**src/rtl/counter_reader.sv**
```systemverilog
// Bus-side reader for the free-running 32-bit cycle counter: 64-bit extension,
// tear-free LO/HI read pair, and a 64-bit compare that drives a level interrupt.
module counter_reader #(
    parameter int          ADDR_W  = 5,
    parameter logic [63:0] RST_CMP = 64'hFFFF_FFFF_FFFF_FFFF
) (
    input  logic              clk,
    input  logic              rst,
    input  logic [31:0]       hc_in,
    input  logic              req_valid,
    output logic              req_ready,
    input  logic              req_we,
    input  logic [ADDR_W-1:0] req_addr,
    input  logic [31:0]       req_wdata,
    output logic              resp_valid,
    input  logic              resp_ready,
    output logic [31:0]       resp_rdata,
    output logic              resp_err,
    output logic              irq
);

    typedef enum logic {IDLE, RESP} state_t;

    localparam logic [ADDR_W-3:0] W_CNT_LO = (ADDR_W-2)'(0);
    localparam logic [ADDR_W-3:0] W_CNT_HI = (ADDR_W-2)'(1);
    localparam logic [ADDR_W-3:0] W_CMP_LO = (ADDR_W-2)'(2);
    localparam logic [ADDR_W-3:0] W_CMP_HI = (ADDR_W-2)'(3);
    localparam logic [ADDR_W-3:0] W_CTRL   = (ADDR_W-2)'(4);

    state_t            state;
    logic [31:0]       prev_hc;
    logic [31:0]       ext_hi;
    logic [31:0]       shadow_hi;
    logic [63:0]       cmp;
    logic              irq_en;
    logic              pending;

    logic              wrap;
    logic [63:0]       cnt64;
    logic              match;
    logic              accept;
    logic              wr_en;
    logic              rd_lo;
    logic              w1c;
    logic [ADDR_W-3:0] word;
    logic [31:0]       acc_rdata;
    logic              acc_err;
    logic              unused_addr_lsb;

    assign unused_addr_lsb = ^req_addr[1:0];

    always_comb begin
        wrap   = hc_in < prev_hc;
        // Include the wrap of this very cycle so the count never steps backwards.
        cnt64  = {ext_hi + 32'(wrap), hc_in};
        match  = cnt64 >= cmp;
        accept = req_valid && req_ready;
        word   = req_addr[ADDR_W-1:2];
        wr_en  = accept && req_we;
        rd_lo  = accept && !req_we && (word == W_CNT_LO);
        w1c    = wr_en && (word == W_CTRL) && req_wdata[1];

        acc_rdata = '0;
        acc_err   = 1'b0;
        case (word)
            W_CNT_LO: acc_rdata = req_we ? '0 : cnt64[31:0];
            W_CNT_HI: acc_rdata = req_we ? '0 : shadow_hi;
            W_CMP_LO: acc_rdata = req_we ? '0 : cmp[31:0];
            W_CMP_HI: acc_rdata = req_we ? '0 : cmp[63:32];
            W_CTRL:   acc_rdata = req_we ? '0 : {30'd0, pending, irq_en};
            default:  acc_err   = 1'b1;
        endcase
    end

    always_ff @(posedge clk) begin
        if (rst) begin
            state      <= IDLE;
            req_ready  <= 1'b1;
            resp_valid <= 1'b0;
            resp_rdata <= '0;
            resp_err   <= 1'b0;
            irq        <= 1'b0;
            prev_hc    <= '0;
            ext_hi     <= '0;
            shadow_hi  <= '0;
            cmp        <= RST_CMP;
            irq_en     <= 1'b0;
            pending    <= 1'b0;
        end else begin
            prev_hc <= hc_in;
            if (wrap) begin
                ext_hi <= ext_hi + 32'd1;
            end

            // Set has priority over a same-cycle write-one-to-clear.
            pending <= match || (pending && !w1c);
            irq     <= pending && irq_en;

            if (rd_lo) begin
                shadow_hi <= cnt64[63:32];
            end
            if (wr_en) begin
                case (word)
                    W_CMP_LO: cmp[31:0]  <= req_wdata;
                    W_CMP_HI: cmp[63:32] <= req_wdata;
                    W_CTRL:   irq_en     <= req_wdata[0];
                    default:  ;
                endcase
            end

            case (state)
                IDLE: begin
                    if (accept) begin
                        resp_rdata <= acc_rdata;
                        resp_err   <= acc_err;
                        resp_valid <= 1'b1;
                        req_ready  <= 1'b0;
                        state      <= RESP;
                    end
                end
                RESP: begin
                    if (resp_ready) begin
                        resp_valid <= 1'b0;
                        req_ready  <= 1'b1;
                        state      <= IDLE;
                    end
                end
                default: state <= IDLE;
            endcase
        end
    end

endmodule
```
**config.mk**
```make
export PLATFORM = sky130hd
export DESIGN_NAME = counter_reader
export DESIGN_NICKNAME = d
export VERILOG_FILES = /design/src/rtl/counter_reader.sv
export SDC_FILE = /design/constraint.sdc
export NUM_CORES = 1
export LEC_CHECK = 0
export ABC_CLOCK_PERIOD_IN_PS = 11300
export CORE_UTILIZATION = 45
export DETAILED_ROUTE_END_ITERATION = 16
export PLACE_DENSITY_LB_ADDON = 0.25
export SETUP_SLACK_MARGIN = 0.15
export SLEW_MARGIN = 20
export SYNTH_ARGS = -nofsm -noshare
export SYNTH_HDL_FRONTEND = slang
export SYNTH_SLANG_ARGS = --single-unit
```
**constraint.sdc**
```tcl
create_clock -name clk -period 11.3 [get_ports clk]
set_clock_uncertainty 0.2 [all_clocks]
set_input_delay 1.13 -clock clk [delete_from_list [all_inputs] [get_ports clk]]
set_output_delay 1.13 -clock clk [all_outputs]
set_load 0.1 [all_outputs]
```
Word level (Yosys, flattened, before mapping)
Cells that the tools add are included.
{ "op_classes": {"bitwise": 1, "mux": 16, "addsub": 2, "shift": 0, "n_mul": 0, "n_reduce_logical": 18, "eq_ne": 6, "div": 0, "order_cmp": 2} }
{ "op_table": {"columns": ["cell", "n"], "rows": [
  ["case mux 32 bit (5 select lines)", 1],
  ["2-to-1 mux 32 bit", 4],
  [">= comparator 64 bit", 1],
  ["adder 32 x 1 -> 32 bit", 1],
  ["adder 32 x 1 -> 32 bit, second input constant", 1],
  ["< comparator 32 bit", 1],
  ["AND reduction 2 bit", 5],
  ["logical AND 1 bit", 8],
  ["2-to-1 mux 1 bit", 7],
  ["== test 3 x 2 -> 1 bit, second input constant", 2],
  ["case mux 1 bit (2 select lines)", 3],
  ["OR reduction 5 bit", 1],
  ["inequality test 2 bit, second input constant", 2],
  ["== test 3 x 1 -> 1 bit, second input constant", 1],
  ["== test 3 bit, second input constant", 1],
  ["logical NOT 3 bit", 1],
  ["logical NOT 1 bit", 2],
  ["2-to-1 mux 2 bit", 1],
  ["logical OR 1 bit", 1],
  ["inverter 1 bit", 1]
]} }
{ "totals": {"mem_bits_ro": 0, "reg_bits": 199, "latchBits": 0, "n_memories": 0, "inputBits": 74, "ramBits": 0} }

Depth between registers and ports, before layout
Gate-level depths: netlist of run 1.
{ "logic_depth": {"ltp_word": 7, "ltp_mapped": 25} }

Least setup slack after synthesis of run 1
Ideal clock, no wire load.
{ "synth_timing": {"path_type": "input-to-reg", "start": "input port hc_in[19]", "end": "register pending", "cell_stages": 22, "path_buffers": 2, "t_arrival_ps": 4974, "setup_ps": 116, "path_slack_ps": 6009, "cell_sequence": "ha_1 > a21oi_1 > o21ai_0 > a221oi_1 > o211ai_1 > or2_1 > clkbuf_1 > inv_1 > ha_1 > ha_1 > clkbuf_1 > nand3_1 > or2_2 > xor2_1 > inv_1 > ha_1 > a21o_1 > a21oi_1 > o311ai_0 > a211oi_1 > nor2_1 > a41o_1"} }
{ "synth_via": {"elab_chain_len": 4} }
{ "synth_lines": {"columns": ["item", "line_no", "text"], "rows": [
  ["from (decl)", "9", "input logic [31:0] hc_in,"],
  ["< comparator 32 bit", "53", "wrap = hc_in < prev_hc;"],
  ["adder 32 x 1 -> 32 bit", "55", "cnt64 = {ext_hi + 32'(wrap), hc_in};"],
  ["via cnt64[54]", "39", "logic [63:0] cnt64;"],
  [">= comparator 64 bit", "56", "match = cnt64 >= cmp;"],
  ["logical OR 1 bit", "96", "pending <= match || (pending && !w1c);"],
  ["to (signal assigned)", "96", null],
  ["to (decl)", "36", "logic pending;"]
]} }
The timed path passes the listed nets, and every way through them passes these cells.
A chain may end at the register's enable or synchronous reset.

Final worst setup path of run 1
{ "layout_timing": {"start": "input port hc_in[15]", "end": "register pending"} }
Same word-level chain as after synthesis.

==> key figures, run 1 <==
Placed design
  • Routability cong.: slightly below 0.9
  • Dpl ws: 3880 ps
  • HPWL after DPL: about 19 mm
  • Placed instance count: approximately 1600
  • Dpl cell area: around 12000 µm²
  • PortBufs: approximately 110

Drt
  • Final WL: approximately 28 mm
  • DR WL met3: 1.33 mm
  • DR WL met2: 12.8 mm
  • Post-route ant nets: 0
  • Routed length per placed instance: 16.7 µm
  • First-pass iteration count of the detailed router: 5
  • DR top layer: met4
  • Routed length on met1: about 13 mm
  • Initial DRC count: ~680
  • DRC: 0
  • Via count: between 9000 and 10000
  • Vias/cell: 5.54

Layout
  • Syn-to-layout area delta: 18.1%
  • Layout cells sized above 1: roughly 4.6%
  • Final Cell Area: 12500 µm²
  • Final Non-Filler Cells: 1657
  • Diodes inserted: 0
  • Final Net Count: 1504
  • Fin util: a little over half

Critical path
  • Worst path bufs/invs: 3
  • Crit path top cell by count: ha_1
  • Startpoint types: primary input
  • CP top delay family: simple AND/OR/NAND/NOR gates
  • CP arrival: a little over 7000 ps
  • Slowest stage delay, CP: 730 ps
  • Req. time, crit path: 11430 ps
  • Crit Path Class: primary input to register
  • Crit path max fanout: 27
  • Critical Path Slowest Stage Cell: or2_1
  • Crit-path cells: clkdlybuf4s50_1 -> ha_1 -> nand4_1 -> nor3_1 -> nor4b_1 -> o31a_1 -> or2_1 -> inv_1 -> ha_1 -> ha_1 -> nand3_1 -> nor2_1 -> nand2_1 -> xor2_1 -> inv_1 -> ha_1 -> nor2b_1 -> o21ai_0 -> o311ai_0 -> a211oi_1 -> nor2_1 -> a41o_1
  • CP Capture Type: register

Global route
  • Total Routing Usage GR: between 20% and 30%
  • Largest net degree at the start of global routing: between 100 and 150
  • GRT overflow: 0
  • Vias in the first global route: 8448
  • First-pass GRT wire length: 44.0 mm
  • Initial antenna violation count: 0

Floorplanning
  • Core area: roughly 23000 µm²
  • Initial core utilization: a little under half
  • DIE AREA: 24100 µm²
  • Row cnt: between 50 and 60
  • # IOs: 110
  • Die Span Y: around 160 µm
  • Die span in x: between 150 and 200 µm

Synthesis
  • Warnings, synthesis: 0
  • EDFF count, synth: 0
  • Synth cell types: 52
  • Xor/xnor share of the synthesized area: about 3.2%
  • Post-synthesis sequential area ratio: between 30 and 40%
  • Mux contribution to synthesized area: roughly 1.3%
  • Seq cells post-synth: ~200
  • Adder-cell share of the synthesized area: around 12%
  • Main combinational cell family by area after synthesis: compound AO/OA/AOI/OAI gates
  • Simple-Gate Fraction of Synth Area: 19.8%
  • Synthesized area: 10600 µm²
  • Syn_area_per_cell: between 8 and 9 µm²
  • Net Count, Synth: around 1400
  • Ys flop type: dfxtp_1
  • Post-Syn Instances: between 1000 and 1500
  • Synth Area in Compound Gates: 19.8%
  • Post-synth ARST share: 0%

Clocking
  • Post-CTS Resized: 0
  • Clk root buf: clkbuf_16
  • H-tree depth: 4
  • CTS buffer count: 17
  • Clock tree buffer depth: 2
  • Hold_buf cts: 0
  • Postcts setup bufs: 0
  • TritonCTS clock tree: done
  • Clock transition at path regs: 70 ps
  • Skew-Pair Late Insertion Delay: around 440 ps
  • Number of clock sinks: roughly 200

STA
  • Endpoints failing hold: 0
  • Worst Tran Pin Value: approximately 1000 ps
  • Slew margin rel.: between 30% and 40%
  • Fmax: 0.142 GHz
  • Final Cycle Share: around 62%
  • Final Max Tran Viols: 0
  • Final setup vio count: 0
  • Post-route setup slack: between 4000 and 5000 ps
  • Setup tns final: 0 ps
  • Final min period: about 7000 ps
  • RSZ-0062 raised after global routing: no

Worst hold path
  • Hold Path Class: register to register

Job
  • Max Cap Viol: 0

Outcome
  • Outcome: complete, no violations

Power
  • Static leakage: between 0.005 and 0.006 µW
  • IR drop worst, VDD: 0.0807 mV
  • PwrDens: about 130 nW/µm²
[flip-flops by register name (all words and copies together) (netlist names)]
register,cells
irq_en,1
prev_hc,32
irq,1
cmp,64
shadow_hi,32
resp_rdata,32
resp_valid,1
req_ready,1
resp_err,1
pending,1
ext_hi,32
state,1
[power breakdown]
group	leakage, µW	switching (µW)	internal [µW]
Sequential	0.00162	8.60	718
Clock	0.000321	273	412
Combinational	0.00343	116	69.7
Total	0.00536	397	1200
[synth_stat cells, drive strengths merged, types with 2 or more instances]
master	instances	area share [%]
dfxtp	199	38
nor2	178	6.3
a21oi	127	6.0
inv	104	3.7
ha	98	12
nand2	71	2.5
a211o	64	5.3
clkbuf	64	2.3
a22oi	60	4.3
nor2b	46	2.7
nand4	28	1.8
nor3	28	1.3
xnor2	26	2.2
o21ai	23	1.1
nand3	18	0.85
a21o	15	1.1
buf	15	0.62
xor2	13	1.1
or3	11	0.70
or4	10	0.75
and4	8	0.66
nor4	8	0.47
o31ai	8	0.57
a211oi	7	0.50
and2	6	0.36
mux2	6	0.64
and3	5	0.30
nand2b	5	0.30
nor4b	3	0.31
or2	3	0.18
mux2i	2	0.19
mux4	2	0.43
nor3b	2	0.14
o21a	2	0.14
[routing by layer]
metal / vias to the layer above / track usage, %
met5: - / 0
met4: 0 / 5.14
met3: 23 / 4.09
met2: 236 / 37.6
met1: 4358 / 31.9
li1: 4565 / -
[cells by family after synthesis]
logic type	count (synthesis)
buffers and inverters	183
XOR/XNOR	39
adder cells (fa/ha/maj)	98
AO/OA/AOI/OAI	316
flip-flops	199
AND/OR/NAND/NOR	431
multiplexers	10
[layout make-up]
class	count	area (µm²)
Tap cell	313	392
Clock buffer	21	470
Inverter	104	390
Sequential cell	199	3980
Clock inverter	10	189
Multi-Input combinational cell	894	5910
Fill cell	2208	10400
Timing Repair Buffer	116	1140
[placed cells by master, fill, tap and decap left out, types with 4 or more instances in the layout]
cell	netlist	routed
clkdlybuf4s50_1	0	106
nand2_1	71	70
a21oi_1	127	127
and3_1	5	5
nand2b_1	5	5
mux2_2	6	6
nor4_1	8	8
a211o_1	64	64
clkbuf_16	0	17
ha_1	98	98
a21o_1	15	15
nand3_1	18	18
a22oi_1	60	60
o31ai_1	8	8
inv_1	104	104
xor2_1	13	13
o21ai_0	23	23
or3_1	10	10
nor3_1	28	27
nor2_1	178	178
and2_1	6	4
dfxtp_1	199	199
or4_1	9	9
buf_4	1	9
nor2b_1	46	46
and4_1	8	8
xnor2_1	26	26
bufinv_16	0	5
a211oi_1	7	7
nand4_1	27	27
[path summary, 6_finish.rpt]
check,from,to,slack [ps],cells after the start
worst max-delay path,hc_in[15],pending,4270,22
worst min-delay path,resp_valid,resp_valid,260,2
worst max register to register,prev_hc[15],pending,5180,22
worst min register to register,resp_valid,resp_valid,260,2
[stage by stage]
stage / total power (µW) / hold slack, ps
final: 1600 / 260
after global routing: 1650 / 298
after CTS: 1600 / 266
after detailed placement: 926 / 250
after global placement: 923 / 248
after floorplan: 856 / 223
[worst reg2reg max path, stage by stage, from the launching register on]
cell and delay [ps]:
dfxtp_1 310, inv_1 40, ha_1 300, nand4_1 160, nor3_1 380, nor4b_1 290, o31a_1 470, or2_1 730
inv_1 320, ha_1 320, ha_1 300, nand3_1 260, nor2_1 160, nand2_1 100, xor2_1 200, inv_1 70
ha_1 280, nor2b_1 120, o21ai_0 230, o311ai_0 200, a211oi_1 240, nor2_1 60, a41o_1 270
Note: power is estimated with default switching activity, not from simulation.
==> run 2: changes to the inputs <==
ABC_CLOCK_PERIOD_IN_PS = 6500   (was 11300)
clock period = 6.5 ns   (was 11.3 ns; I/O delays follow)
==> run 2 against run 1 <==
Critical path depth unchanged. Total power rose by 69%. Routed wire length down 0.40%. Die area stayed put. Hold slack got worse by 4.0 ps. Critical path type unchanged. Largest cell class unchanged. Highest routed layer unchanged.
==> key figures, run 2 (synthesized netlist as in run 1, its figures left out) <==
Worst hold path
  • Hold path depth: 2 (unchanged)
  • Hold Path Class: register to register

Drt
  • Vias/cell: 5.53 (-0.17%)
  • Post-route ant nets: 0 (unchanged)
  • DRC: 0 (unchanged)
  • Final WL: 27.6 mm (-0.40%)
  • First-pass iteration count of the detailed router: 7 (+2)
  • Routed length per placed instance: 16.6 µm (-0.76%)
  • Via count: 9200 (+0.20%)
  • Initial DRC count: 616 (-8.9%)

Power
  • Final Total Pwr: 2690 µW (+69%)
  • Static leakage: 0.00536 µW (about the same)
  • PwrDens: 216 nW/µm² (+69%)
  • IR drop worst, VDD: 0.166 mV (+110%)

Critical path
  • Crit Path Class: primary input to register
  • Worst Reg-to-Reg Cells: 22 (unchanged)
  • CP Launch Point: hc_in[19]
  • Slowest stage delay, CP: 480 ps (-250 ps)
  • CP top delay family: compound AO/OA/AOI/OAI gates
  • Levels on crit path: 22 (unchanged)
  • CP arrival: 5560 ps (-1590 ps)
  • Critical Path Slowest Stage Cell: clkdlybuf4s50_1
  • Crit-path cells: clkdlybuf4s50_1 -> ha_1 -> a21oi_1 -> o21ai_0 -> a221oi_1 -> o211ai_1 -> or2_1 -> inv_1 -> ha_1 -> ha_1 -> nand3_1 -> nor2_1 -> nand2_1 -> xor2_1 -> inv_1 -> ha_1 -> nor2b_1 -> o21ai_0 -> o311ai_0 -> a211oi_1 -> nor2_1 -> a41o_1
  • Reg-to-Reg End: pending
  • CP Capture Type: register
  • Critical path endpoint: pending
  • Start of the worst register-to-register path: prev_hc[19]
  • Startpoint types: primary input
  • Crit path top cell by count: ha_1
  • Crit path max fanout: 5 (-81%)
  • Worst path bufs/invs: 3 (unchanged)
  • Req. time, crit path: 6630 ps (-4800 ps)
  • FF-to-FF setup slack: 1480 ps (-3700 ps)

STA
  • Setup tns final: 0 ps (unchanged)
  • Slew margin rel.: 31.4% (-0.64 points)
  • Final Max Tran Viols: 0 (unchanged)
  • Post-route setup slack: 1070 ps (-3200 ps)
  • Fmax: between 0.15 and 0.2 GHz
  • Final Cycle Share: a little over four fifths
  • Final min period: roughly 5400 ps
  • Final setup vio count: 0 (unchanged)
  • RSZ-0062 raised after global routing: no
  • Endpoints failing hold: 0 (unchanged)
  • Worst Tran Pin Value: 1030 ps (+9.58 ps)

Global route
  • First-pass GRT wire length: 44.6 mm (+1.4%)
  • Largest net degree at the start of global routing: 125 (+6.8%)
  • Vias in the first global route: 8722 (+3.2%)
  • GRT overflow: 0 (unchanged)
  • Total Routing Usage GR: 23.4% (+0.32 points)
  • Initial antenna violation count: 0 (unchanged)

Clocking
  • Skew-Pair Late Insertion Delay: 440 ps (about the same)
  • Postcts setup bufs: 0 (unchanged)
  • Number of clock sinks: 199 (unchanged)
  • CTS buffer count: 17 (unchanged)
  • Clock transition at path regs: 70 ps (about the same)
  • Clk root buf: clkbuf_16
  • Hold_buf cts: 0 (unchanged)
  • Post-CTS Resized: 0 (unchanged)
  • H-tree depth: 4 (unchanged)
  • Clock tree buffer depth: 2 (unchanged)
  • TritonCTS clock tree: done

Job
  • Max Cap Viol: 0 (unchanged)

Layout
  • Most flops, register: cmp
  • Commonest non-fill, non-tap cell in the layout: dfxtp_1
  • Layout fillers: 2180 (-1.3%)
  • Area occupied by multi-input gates: 5910 µm² (unchanged)
  • Diodes inserted: 0 (unchanged)
  • Sequential cell area: 3980 µm² (unchanged)
  • Largest register FFs: 64 (unchanged)
  • Syn-to-layout area delta: 18.0% (about the same)
  • Layout cells sized above 1: 4.89% (+0.28 points)
  • Final Net Count: 1510 (+0.40%)
  • Most frequent cells in the layout: dfxtp_1, nor2_1, a21oi_1

Placed design
  • HPWL after DPL: 19.3 mm (+0.87%)
  • PortBufs: 107 (unchanged)
  • Dpl ws: 640 ps (-3240 ps)
  • Routability cong.: 0.830 (-4.4%)

Outcome
  • Outcome: complete, no violations

Floorplanning
  • # IOs: 110 (unchanged)
  • Initial core utilization: 46.2% (unchanged)
  • Core area: 22800 µm² (unchanged)
  • Row cnt: 55 (unchanged)
  • DIE AREA: 24100 µm² (unchanged)
  • Die span in x: 155 µm (unchanged)
  • Die Span Y: 155 µm (unchanged)
run 2: metrics by stage:
step | hold slack (ps) | utilization, % | instance area [µm²] | std cells
4_1_cts | 256 | 54.6 | 12500 | 1663
5_1_grt | 287 | 54.6 | 12500 | 1663
3_5_place_dp | 246 | 51.9 | 11900 | 1632
2_1_floorplan | 223 | - | 10600 | 1276
6_report | 256 | 54.6 | 12500 | 1663
3_3_place_gp | 248 | 51.9 | 11900 | 1632
run 2: where the power goes:
group | switching, µW | internal, µW | leakage [µW] | total (µW)
clock network | 458 | 645 | 0.000289 | 1100
logic | 201 | 124 | 0.00346 | 325
registers | 14.9 | 1250 | 0.00162 | 1260
run 2: worst min path at each step:
stage / start / endpoint / slack [ps]
finish: shadow_hi[4] / shadow_hi[4] / 260
global placement: shadow_hi[14] / shadow_hi[14] / 250
CTS: shadow_hi[4] / shadow_hi[4] / 260
floorplan: irq_en / irq / 220
global route: resp_valid / resp_valid / 290
detailed placement: irq_en / irq / 250
run 2: cell type report:
type / instances / area share [%]
tap: 313 / 3.14
timing repair buffer: 122 / 9.51
sequential: 199 / 32.0
inverter: 104 / 3.13
clock inverter: 7 / 0.943
clock buffer: 24 / 3.94
multi-input combinational: 894 / 47.4
run 2: worst min-delay path, delay by kind of cell (launching register included):
| kind | cells | cell delay, ps |
|---|---|---|
| AND/OR/NAND/NOR | 1 | 50 |
| AO/OA/AOI/OAI | 1 | 50 |
| flip-flops | 1 | 310 |
run 2: routing by layer:
metal	routed length, µm	vias up	track usage [%]
met5	0	-	0
met4	563	0	8.26
met3	1270	36	3.73
met2	12500	228	36.9
met1	13400	4362	32.4
li1	-	4574	-
==> run 3: changes to the inputs <==
ABC_CLOCK_PERIOD_IN_PS = 5100   (was 6500)
clock period = 5.1 ns   (was 6.5 ns; I/O delays follow)
==> run 3 against run 2 <==
Core utilization grew 2.8 points. Cell area is 5.1% higher. Hold slack gained 1.0 ps. Cell count rose by 4.5%. Sequential power increased by 28%. Die area unchanged. Global-route usage rose by 0.48 points. Via count rose by 2.5%. Routed wire length grew 2.3%. Total power increased by 29%. Clock power increased by 28%. First-iteration DRC count grew 0.81%. Largest cell class unchanged.
==> key figures, run 3 (synthesized netlist as in run 1, its figures left out) <==
STA
  • Setup tns final: 0 ps (unchanged)
  • Slew margin rel.: 28.9% (-2.6 points)
  • Final min period: about 4700 ps
  • Worst Tran Pin Value: 1060 ps (+39.0 ps)
  • Final hold slack: 257 ps (+1.04 ps)
  • Fmax: approximately 0.21 GHz
  • Final Max Tran Viols: 0 (unchanged)
  • Final setup vio count: 0 (unchanged)
  • Endpoints failing hold: 0 (unchanged)
  • RSZ-0062 raised after global routing: no
  • Final Cycle Share: between 90 and 100%

Layout
  • Layout fillers: 2112 (-3.1%)
  • Final Net Count: 1584 (+4.9%)
  • Largest register FFs: 64 (unchanged)
  • Most frequent cells in the layout: dfxtp_1, nor2_1, a21oi_1
  • Commonest non-fill, non-tap cell in the layout: dfxtp_1
  • Fin util: 57.3% (+2.8 points)
  • Most flops, register: cmp
  • Layout cells sized above 1: 10.7% (+5.8 points)
  • Syn-to-layout area delta: 24.0%
  • Diodes inserted: 0 (unchanged)

Drt
  • First-pass iteration count of the detailed router: 8 (+1)
  • Initial DRC count: 621 (+0.81%)
  • Post-route ant nets: 0 (unchanged)
  • Final WL: 28.3 mm (+2.3%)
  • Vias/cell: 5.43 (-1.9%)
  • DRC: 0 (unchanged)
  • Routed length per placed instance: 16.3 µm (-2.1%)
  • Via count: 9429 (+2.5%)

Job
  • Max Cap Viol: 0 (unchanged)

Placed design
  • Routability cong.: 0.839 (+1.1%)
  • PortBufs: 107 (unchanged)
  • HPWL after DPL: 20.2 mm (+4.4%)

Critical path
  • Slowest stage delay, CP: 590 ps (+110 ps)
  • CP Capture Type: register
  • Crit Path Class: primary input to register
  • Levels on crit path: 20 (-9.1%)
  • Critical Path Slowest Stage Cell: or4_1
  • CP arrival: 4810 ps (-750 ps)
  • FF-to-FF setup slack: 580 ps (-900 ps)
  • Crit path max fanout: 4 (-1)
  • Worst path bufs/invs: 3 (unchanged)
  • Worst Reg-to-Reg Cells: 20 (-9.1%)
  • CP top delay family: compound AO/OA/AOI/OAI gates
  • Crit-path cells: clkdlybuf4s50_1 -> ha_1 -> and4_1 -> a221oi_2 -> buf_4 -> o211ai_1 -> or2_1 -> inv_2 -> ha_4 -> nand2_2 -> or4_1 -> xnor2_2 -> ha_1 -> a21o_1 -> a21o_1 -> a21oi_1 -> o22ai_1 -> a211oi_1 -> nor2_1 -> a41o_1
  • Startpoint types: primary input
  • Req. time, crit path: 5230 ps (-1400 ps)

Global route
  • Initial antenna violation count: 0 (unchanged)
  • GRT overflow: 0 (unchanged)
  • Largest net degree at the start of global routing: 117 (-6.4%)
  • Total Routing Usage GR: 23.9% (+0.48 points)
  • First-pass GRT wire length: 45.8 mm (+2.6%)
  • Vias in the first global route: 8939 (+2.5%)

Floorplanning
  • # IOs: 110 (unchanged)
  • Die span in x: 155 µm (unchanged)
  • Die Span Y: 155 µm (unchanged)
  • Row cnt: 55 (unchanged)
  • Core area: 22800 µm² (unchanged)
  • Initial core utilization: 46.2% (unchanged)
  • DIE AREA: 24100 µm² (unchanged)

Clocking
  • Clock tree buffer depth: 2 (unchanged)
  • Clk root buf: clkbuf_16
  • Number of clock sinks: 199 (unchanged)
  • Skew-Pair Late Insertion Delay: 440 ps (about the same)
  • CTS buffer count: 17 (unchanged)
  • H-tree depth: 4 (unchanged)
  • TritonCTS clock tree: done
  • Clock transition at path regs: 70 ps (about the same)
  • Hold_buf cts: 0 (unchanged)

Power
  • Static leakage: 0.00578 µW (+7.8%)
  • IR drop worst, VDD: 0.225 mV (+36%)
  • PwrDens: 265 nW/µm² (+23%)

Worst hold path
  • Hold path depth: 2 (unchanged)
  • Hold Path Class: register to register

Outcome
  • Outcome: complete, no violations
run 3: changes by cell type in the layout (fill, tap and decap cells not counted), sizes merged:
cell,before,now
buf,16,90
bufinv,3,2
clkbuf,24,23
clkdlybuf4s50,106,104
clkinv,1,4
clkinvlp,3,1
dlymetal6s2s,0,2
inv,104,106
run 3: final timing paths:
path | from | endpoint
setup / recovery | hc_in[23] | pending
hold / removal | resp_valid | resp_valid
setup reg to reg | prev_hc[23] | pending
hold reg to reg | resp_valid | resp_valid
run 3: repair_timing:
| item | 4_1_cts | 5_1_grt |
|---|---|---|
| buffers inserted | 0 | 1 |
| resized for setup | 0 | 16 |
| setup endpoints to repair | 0 | 1 |
run 3: metal layers:
metal / wire length, µm / global-route usage, % / part of all wire [%]
met1: 13900 / 33.2 / 49
met2: 13000 / 39.2 / 46
met3: 1150 / 3.09 / 4.1
met4: 289 / 5.88 / 1.0
met5: 0 / 0 / 0
run 3: layout make-up:
| cell class | instances | area (µm²) | share of cell area (%) |
|---|---|---|---|
| clock inverter | 9 | 113 | 0.860 |
| clock buffer | 23 | 498 | 3.80 |
| tap | 313 | 392 | 2.99 |
| inverter | 104 | 390 | 2.98 |
| timing repair buffer | 196 | 1750 | 13.3 |
| multi-input combinational | 894 | 5980 | 45.6 |
| sequential | 199 | 3980 | 30.4 |
run 3: worst reg2reg max path, stage by stage, from the launching register on:
cell,delay [ps]
dfxtp_1,310
inv_1,40
ha_1,310
and4_1,230
a221oi_2,260
buf_4,150
o211ai_1,160
or2_1,290
inv_2,90
ha_4,140
nand2_2,90
or4_1,590
xnor2_2,180
ha_1,300
a21o_1,160
a21o_1,160
a21oi_1,180
o22ai_1,90
a211oi_1,220
nor2_1,60
a41o_1,210
run 3: through the flow:
step,worst slack [ps],cells,power [µW],instance area [µm²]
floorplan,429,1276,1900,10600
global placement,-193,1705,2070,12400
detailed placement,-267,1705,2080,12400
CTS,169,1737,3480,13000
global route,155,1738,3600,13100
finish,414,1738,3470,13100
run 3: report_power, final:
group / switching [µW] / internal, µW
clock network: 617 / 793
registers: 20.5 / 1590
logic: 264 / 183
total: 902 / 2570
